### config.mk
export PLATFORM = sky130hd
export DESIGN_NAME = fetch_unit
export DESIGN_NICKNAME = d
export VERILOG_FILES = /design/src/rtl/fetch_unit.sv
export SDC_FILE = /design/constraint.sdc
export NUM_CORES = 1
export LEC_CHECK = 0
export BUFFER_PORTS_ARGS = -buffer_cell sky130_fd_sc_hd__buf_2
export CAP_MARGIN = 20
export CORE_UTILIZATION = 55
export CTS_BUF_LIST = sky130_fd_sc_hd__clkbuf_8 sky130_fd_sc_hd__clkbuf_16
export CTS_CLUSTER_SIZE = 40
export DETAILED_ROUTE_END_ITERATION = 7
export HOLD_SLACK_MARGIN = 0.1
export PLACE_DENSITY = 0.82
export SYNTH_ARGS = -nofsm -noshare
export SYNTH_HDL_FRONTEND = slang
export SYNTH_SLANG_ARGS = --single-unit
### constraint.sdc
create_clock -name clk -period 4.1 [get_ports clk]
set_clock_uncertainty 0.15 [all_clocks]
set_input_delay 0.205 -clock clk [delete_from_list [all_inputs] [get_ports clk]]
set_output_delay 0.205 -clock clk [all_outputs]
set_load 0.01 [all_outputs]
### src/rtl/fetch_unit.sv
// ============================================================================
// Module   : fetch_unit
// Brief    : Instruction fetch stage with a single outstanding request,
//            stall skid buffer and branch/jump redirect with response squash.
// Revision : 1.0 - initial release
// ============================================================================
`default_nettype none

module fetch_unit #(
  parameter logic [0:31] RESET_PC = 32'h0
) (
  input  logic        clk,
  input  logic        reset,
  input  logic        stall,
  output logic        IMemReq,
  output logic [0:31] IMemAddr,
  input  logic        IMemReady,
  input  logic [0:31] IMemData,
  input  logic [1:0]  JumpType,
  input  logic        BranchCond,
  input  logic        BranchResult,
  input  logic [0:31] DecodePCPlusFour,
  input  logic [0:25] DecodeOffset,
  input  logic [0:31] JumpRegTarget,
  output logic [0:5]  NextOpCode,
  output logic [0:5]  NextFunct,
  output logic [0:4]  NextRs1,
  output logic [0:4]  NextRs2,
  output logic [0:4]  NextRd,
  output logic [0:15] NextImmd,
  output logic [0:25] NextOffset,
  output logic [0:31] NextPCPlusFour
);

  typedef enum logic [1:0] {
    FETCH = 2'd0,
    WAIT  = 2'd1,
    HOLD  = 2'd2
  } fetchState_t;

  localparam logic [0:5]  c_NOP_FUNCT = 6'h15;
  localparam logic [0:31] c_PC_STEP   = 32'd4;

  fetchState_t r_state, w_nextState;
  logic [0:31] r_pc, w_nextPc;
  logic        r_squash, w_nextSquash;
  logic        r_outValid, w_nextOutValid;
  logic [0:31] r_outInstr, w_nextOutInstr;
  logic [0:31] r_outPc4, w_nextOutPc4;
  logic [0:31] r_skidInstr, w_nextSkidInstr;
  logic [0:31] r_skidPc4, w_nextSkidPc4;

  logic        w_takeBranch;
  logic        w_redirect;
  logic [0:31] w_target;
  logic [0:31] w_pcPlus4;
  logic        w_showNop;

  assign w_pcPlus4    = r_pc + c_PC_STEP;
  assign w_takeBranch = (JumpType == 2'b01) && (BranchResult == BranchCond);
  assign w_redirect   = !stall && (JumpType[1] || w_takeBranch);

  always_comb begin
    case (JumpType)
      2'b01:   w_target = DecodePCPlusFour + {{16{DecodeOffset[10]}}, DecodeOffset[10:25]};
      2'b10:   w_target = DecodePCPlusFour + {{6{DecodeOffset[0]}}, DecodeOffset};
      default: w_target = JumpRegTarget;
    endcase
  end

  always_ff @(posedge clk or negedge reset) begin
    if (!reset) begin
      r_state     <= FETCH;
      r_pc        <= RESET_PC;
      r_squash    <= 1'b0;
      r_outValid  <= 1'b0;
      r_outInstr  <= '0;
      r_outPc4    <= '0;
      r_skidInstr <= '0;
      r_skidPc4   <= '0;
    end else begin
      r_state     <= w_nextState;
      r_pc        <= w_nextPc;
      r_squash    <= w_nextSquash;
      r_outValid  <= w_nextOutValid;
      r_outInstr  <= w_nextOutInstr;
      r_outPc4    <= w_nextOutPc4;
      r_skidInstr <= w_nextSkidInstr;
      r_skidPc4   <= w_nextSkidPc4;
    end
  end

  always_comb begin
    w_nextState     = r_state;
    w_nextPc        = r_pc;
    w_nextSquash    = r_squash;
    // The output stage only survives an edge while stalled
    w_nextOutValid  = stall ? r_outValid : 1'b0;
    w_nextOutInstr  = r_outInstr;
    w_nextOutPc4    = r_outPc4;
    w_nextSkidInstr = r_skidInstr;
    w_nextSkidPc4   = r_skidPc4;
    IMemReq         = 1'b0;

    if (w_redirect) begin
      w_nextPc       = w_target;
      w_nextOutValid = 1'b0;
    end

    case (r_state)
      FETCH: begin
        // No request on a redirect cycle: the sequential PC is wrong-path
        if (!stall && !w_redirect) begin
          IMemReq     = reset;
          w_nextState = WAIT;
        end
      end
      WAIT: begin
        if (IMemReady) begin
          w_nextSquash = 1'b0;
          if (w_redirect || r_squash) begin
            w_nextState = FETCH;
          end else if (stall) begin
            w_nextSkidInstr = IMemData;
            w_nextSkidPc4   = w_pcPlus4;
            w_nextPc        = w_pcPlus4;
            w_nextState     = HOLD;
          end else begin
            w_nextOutValid = 1'b1;
            w_nextOutInstr = IMemData;
            w_nextOutPc4   = w_pcPlus4;
            w_nextPc       = w_pcPlus4;
            w_nextState    = FETCH;
          end
        end else if (w_redirect) begin
          w_nextSquash = 1'b1;
        end
      end
      HOLD: begin
        if (!stall) begin
          w_nextState = FETCH;
          if (!w_redirect) begin
            w_nextOutValid = 1'b1;
            w_nextOutInstr = r_skidInstr;
            w_nextOutPc4   = r_skidPc4;
          end
        end
      end
      default: begin
        w_nextState = FETCH;
      end
    endcase
  end

  assign IMemAddr  = r_pc;
  assign w_showNop = !r_outValid || w_redirect;

  assign NextOpCode     = w_showNop ? 6'h00        : r_outInstr[0:5];
  assign NextRs1        = w_showNop ? 5'h00        : r_outInstr[6:10];
  assign NextRs2        = w_showNop ? 5'h00        : r_outInstr[11:15];
  assign NextRd         = w_showNop ? 5'h00        : r_outInstr[16:20];
  assign NextFunct      = w_showNop ? c_NOP_FUNCT  : r_outInstr[26:31];
  assign NextImmd       = w_showNop ? 16'h0000     : r_outInstr[16:31];
  assign NextOffset     = w_showNop ? 26'h0000000  : r_outInstr[6:31];
  assign NextPCPlusFour = w_showNop ? 32'h00000000 : r_outPc4;

endmodule

`default_nettype wire

---- Word level (Yosys, flattened, before mapping) ----
Index checks and enable logic that the tools add are counted.
W data, S select, Z words.
cells by class
  add/subtract/negate cells ............... 3
  equal/unequal tests ..................... 11
  mux-type cells .......................... 43
  bitwise operators ....................... 1
  reductions and logical operators ........ 16
operator list
  kind                     number
  $mux W32                 15
  $pmux W32 S2             3
  $add A32 B32 Y32         2
  $add A32 B3 Y32 const B  1
  $mux W26                 1
  $mux W16                 1
  $mux W5                  3
  $mux W6                  2
  $ne A2 B2 Y1 const B     6
  $mux W1                  11
  $mux W2                  5
  $pmux W2 S3              1
  $reduce_and A6 Y1        1
  $eq A2 B1 Y1 const B     2
  $eq A2 B2 Y1 const B     2
  $reduce_and A4 Y1        1
  $reduce_bool A2 Y1       2
  $logic_and A1 B1 Y1      3
  $logic_not A1 Y1         3
  $logic_or A1 B1 Y1       3
  $reduce_and A3 Y1        1
  $logic_not A2 Y1         1
  $pmux W1 S2              1
  $reduce_and A2 Y1        1
  other kinds (2)          2
word-level totals
  flip-flop bits (word level) ............. 164
  bits of input ports ..................... 130
  logic and storage cells ................. 82

---- Longest topological paths before layout ----
  depth after elaboration ................. 9
  mapped depth ............................ 14

---- Worst setup path after synthesis ----
OpenSTA, ideal clock, no wires.
  path type ............................... input port to flip-flop
  from .................................... input JumpType[0]
  to ...................................... register r_pc, in the netlist IMemAddr[2]
  arrival ................................. 2.603 ns
  data required time ...................... 3.881 ns
  slack ................................... 1.279 ns
  stages .................................. 12
  cell sequence ........................... inv_1 ha_1 nand2b_1 clkbuf_1 nand2_1 ha_1 nand4_1 or3_1 a211o_1 a311o_1 a211o_1 nand3_1
between the ends
  cells in the longest elaborated chain, start to end .. 8
  elaborated cells on any way between the ends .. 11
  classes of those cells .................. eq/ne (2); mux (5); reduce/logical (4)
ends and longest elaborated chain
  element                                         RTL line  RTL
  start: declaration                              19        input logic [1:0] JumpType,
  $eq A2 B1 Y1                                    60, 64
  $logic_and A1 B1 Y1                             60        assign w_takeBranch = (JumpType == 2'b01) && (BranchResult == BranchCond);
  $logic_or A1 B1 Y1                              61        assign w_redirect = !stall && (JumpType[1] || w_takeBranch);
  $logic_and A1 B1 Y1                             61
  $mux W32 or $logic_or A1 B1 Y1 (tied branches)  105, 121
  $mux W32                                        121       if (w_redirect || r_squash) begin
  $mux W32                                        119       if (IMemReady) begin
  $mux W32 (*)                                    110       case (r_state)
  named net w_nextPc (one bit)                    45        logic [0:31] r_pc, w_nextPc;
  end signal: assignment                          83        r_pc <= w_nextPc;
  end: declaration                                45
The timed path passes the listed nets; every way through them passes the cells marked *.
A chain may end at the register's enable or synchronous reset.

---- Worst setup path after layout ----
  from .................................... register r_state[1]
  to ...................................... register r_outInstr[11] (netlist bit)
between the ends
  cells in the longest elaborated chain, start to end .. 3
  elaborated cells on any way between the ends .. 10
  classes of those cells .................. eq/ne (7); mux (1); reduce/logical (2)
ends and longest elaborated chain
  element                                                       RTL line  RTL
  start: declaration                                            44        fetchState_t r_state, w_nextState;
  start signal: assignment                                      82        r_state <= w_nextState;
  $eq A2 B1 Y1 or $eq A2 B2 Y1 (tied branches)                  110
  $ne A2 B2 Y1 (no line) or $reduce_bool A2 Y1 (tied branches)  n/a
  $reduce_and A6 Y1 (no line)                                   n/a
  end signal: assignment                                        86        r_outInstr <= w_nextOutInstr;
  end: declaration                                              48        logic [0:31] r_outInstr, w_nextOutInstr;
Several ways; a longest one is shown, not always the timed one.

==> qor.yml <==
logic_synthesis:
  synthSimpleGateAreaFrac_pct: 19.59
  synth_edf_count: 0
  netlist_area_um2: 10600
  ys_types: 69
  avgSynthCellArea_um2: 8.801
  ys_ff_latch: 164
  synth_top_family_by_area: "simple AND/OR/NAND/NOR gates"
  syn-num-nets: 1373
  synth_compound_gate_area_share_pct: 15.59
  ys_warn_count: 0
  synthAdderAreaFrac_pct: 4.676
  syn_inst: 1204
  synth-main-ff-cell: "dfrtp_1"
  async_flop_share_pct: 100.0
  synth.area.mux_share_pct: 8.443
  synth_seq_area_share_pct: 38.73
  synthXorXnorAreaFrac_pct: 6.530
power_and_ir_drop:
  peakVddDrop_v: 0.0002541
  p_leak_uw: 0.006433
  power_uw: 6963
  powerDensity_nw_per_um2: 534.5
timing:
  final_hold_viol_count: 0
  setup_tns_ns: 0
  max_freq_mhz: 319.0
  slew_headroom_pct: 28.71
  setup_violations: 0
  fin_crit_ns: 3.135
  holdWs_ns: 0.1288
  worst_pin_slew_ns: 1.069
  period_share_pct: 76.47
  maxSlewViolCount: 0
  grt_setup_unrepaired: "false"
cts:
  cts_resized: 0
  clockBufferDepth: 2
  cts-root-buf: "clkbuf_16"
  cts.clk_slew.worst_paths_ns: 0.06
  clock_latency_ns: 0.42
  htreeDepth: 4
  cts_tree: "yes"
  cts_buffers: 17
  cts.sinks: 164
floorplan:
  rows: 50
  boundaryPins: 264
  core_um2: 18770
  dieArea_um2: 19820
  die_height_um: 140.8
  die_w_um: 140.8
  initial_core_util_pct: 56.46
routing:
  wl_per_cell_um: 16.78
  drtIter0Drc: 578
  drt-total-wl_um: 28570
  vias_per_cell: 5.675
  dr.pass1.iters: 5
  drc_errors: 0
  ant_nets: 0
  vias: 9658
placed_design:
  place.gp.congestion: 0.9431
  io_buffers: 263
  place_hpwl_um: 19700
  placed_cells: 1602
global_routing:
  grt_pass1_vias: 9350
  overflow: 0
  grt_max_degree: 108
  gr-usage-all-layers_pct: 29.29
  antenna_found_initial: 0
  grt_pass1_wl_um: 46440
cells_and_area:
  diodes: 0
  final_util_pct: 69.41
  drive_gt1_share_pct: 25.20
  final_nets: 1624
  instances_no_fill: 1702
  area.growth.synth_to_final_pct: 22.93
setup_path:
  crit_type: "reg -> reg"
  critPathMaxFanout: 107
  cp-end-kind: "register"
  cp-start-kind: "register"
  cp.arrival_ns: 3.27
  critPathRequiredTime_ns: 4.24
run:
  maxCapViolCount: 0
outcome:
  outcome: "completed"
min_path:
  hold_class: "in -> reg"
==> path summary, 6_finish.rpt <==
kind                                       start         endpoint  slack [ns]  depth (start not counted)
worst max-delay path                  r_state[1]   r_outInstr[11]        0.96                          8
worst min-delay path            DecodeOffset[24]     IMemAddr[30]        0.13                          4
worst max register to register        r_state[1]   r_outInstr[11]        0.96                          8
worst min register to register      r_outPc4[21]     r_outPc4[21]        0.32                          2
max in group asynchronous                  reset  r_skidInstr[28]        2.41                          3
min in group asynchronous                  reset   r_outInstr[27]        0.22                          2
==> cells in the mapped netlist (all sizes together), types with 6 or more instances <==
library cell	number	area, um2
o21a	6	45.04
nand4	23	156.4
and3	72	451.7
nand2	175	659.4
a211oi	16	120.1
inv	18	67.56
nor3	14	75.07
xor2	39	341.6
dfrtp	164	4104
buf	46	322.8
a21o	15	113.9
clkbuf	64	271.5
xnor2	40	350.3
a21oi	68	340.3
mux2	43	484.2
o31ai	7	52.55
ha	38	475.5
or3	16	101.4
nor2	75	281.5
mux2i	41	410.4
nand3	26	130.1
o21ai	122	610.6
a31oi	7	50.05
==> worst max-delay path: stages, from the launching register on <==
cell and delay, ns:
dfrtp_1 0.42, inv_1 0.10, ha_1 0.33, nand3b_1 0.41
o21ai_0 0.32, nand2_4 0.60, buf_4 0.44, nand2_1 0.11
o21ai_0 0.10
==> report_power, final <==
group          switching [uW]  leakage (uW)  internal, uW
logic                    1370       0.00412          1090
clock network             624      0.000318          1040
registers                 505       0.00199          2340
==> flip-flops by register name, summed over array words and instances (netlist names) <==
register and cells:
r_squash 1, IMemAddr 32, r_state 2, r_skidPc4 32, r_outPc4 32, r_outInstr 32, r_skidInstr 32, r_outValid 1
==> routing by layer <==
metal	share of wire [%]	vias to the layer above	global-route usage [%]	routed length, um
met2	48	393	49.99	13790
met3	6.7	53	6.488	1921
met5	0	-	0	0
met4	1.9	0	9.668	546
li1	-	4705	-	-
met1	43	4507	36.85	12310
==> final cells by class <==
| type | count | area, um2 |
|---|---|---|
| multi-input cells | 910 | 5842 |
| fillers | 1446 | 5742 |
| flip-flops and latches | 164 | 4104 |
| repair buffers | 344 | 2101 |
| clock buffers | 19 | 452.9 |
| well taps | 234 | 292.8 |
| clock inverters | 13 | 166.4 |
| inverters | 18 | 67.56 |
==> cells by family (layout without fill, tap and decap cells) <==
logic type,count (synthesis),after routing
buffers and inverters,130,394
and+or+nand+nor,431,431
muxes,84,84
DFF,164,164
adders and majority gates,39,39
AOI/OAI and AO/OA,277,277
xor gates and xnor gates,79,79
==> cells in the final DEF, fill, tap and decap left out, types with 4 or more instances in the layout <==
cell,instances
buf_2,262
nand2_1,173
dfrtp_1,164
o21ai_0,122
nor2_1,75
and3_1,71
a21oi_1,68
dlygate4sd3_1,68
mux2_2,43
mux2i_1,41
xnor2_1,40
xor2_1,39
ha_1,37
nand3_1,25
inv_1,22
nand4_1,21
clkbuf_16,17
a211oi_1,16
or3_1,15
a21o_1,14
nor3_1,13
buf_4,13
o31ai_1,7
o21a_1,6
a31oi_1,6
nand2b_1,5
o211ai_1,5
a22oi_1,4
a221oi_1,4
or2_2,4
a211o_1,4
and2_1,4
nor2b_1,4
bufinv_16,4
==> through the flow <==
stage	instance area [um2]	setup slack, ns
after global routing	13030	0.6059
after detailed placement	11730	0.7654
after CTS	13030	1.032
after floorplan	10600	1.279
after global placement	11730	0.8033
final	13030	0.9647
==> repair_timing <==
action,in CTS,in global routing
buffers inserted,0,0
setup endpoints to repair,0,0
hold endpoints to repair,167,0
hold buffers,68,0
(Power assumes the default switching activity.)
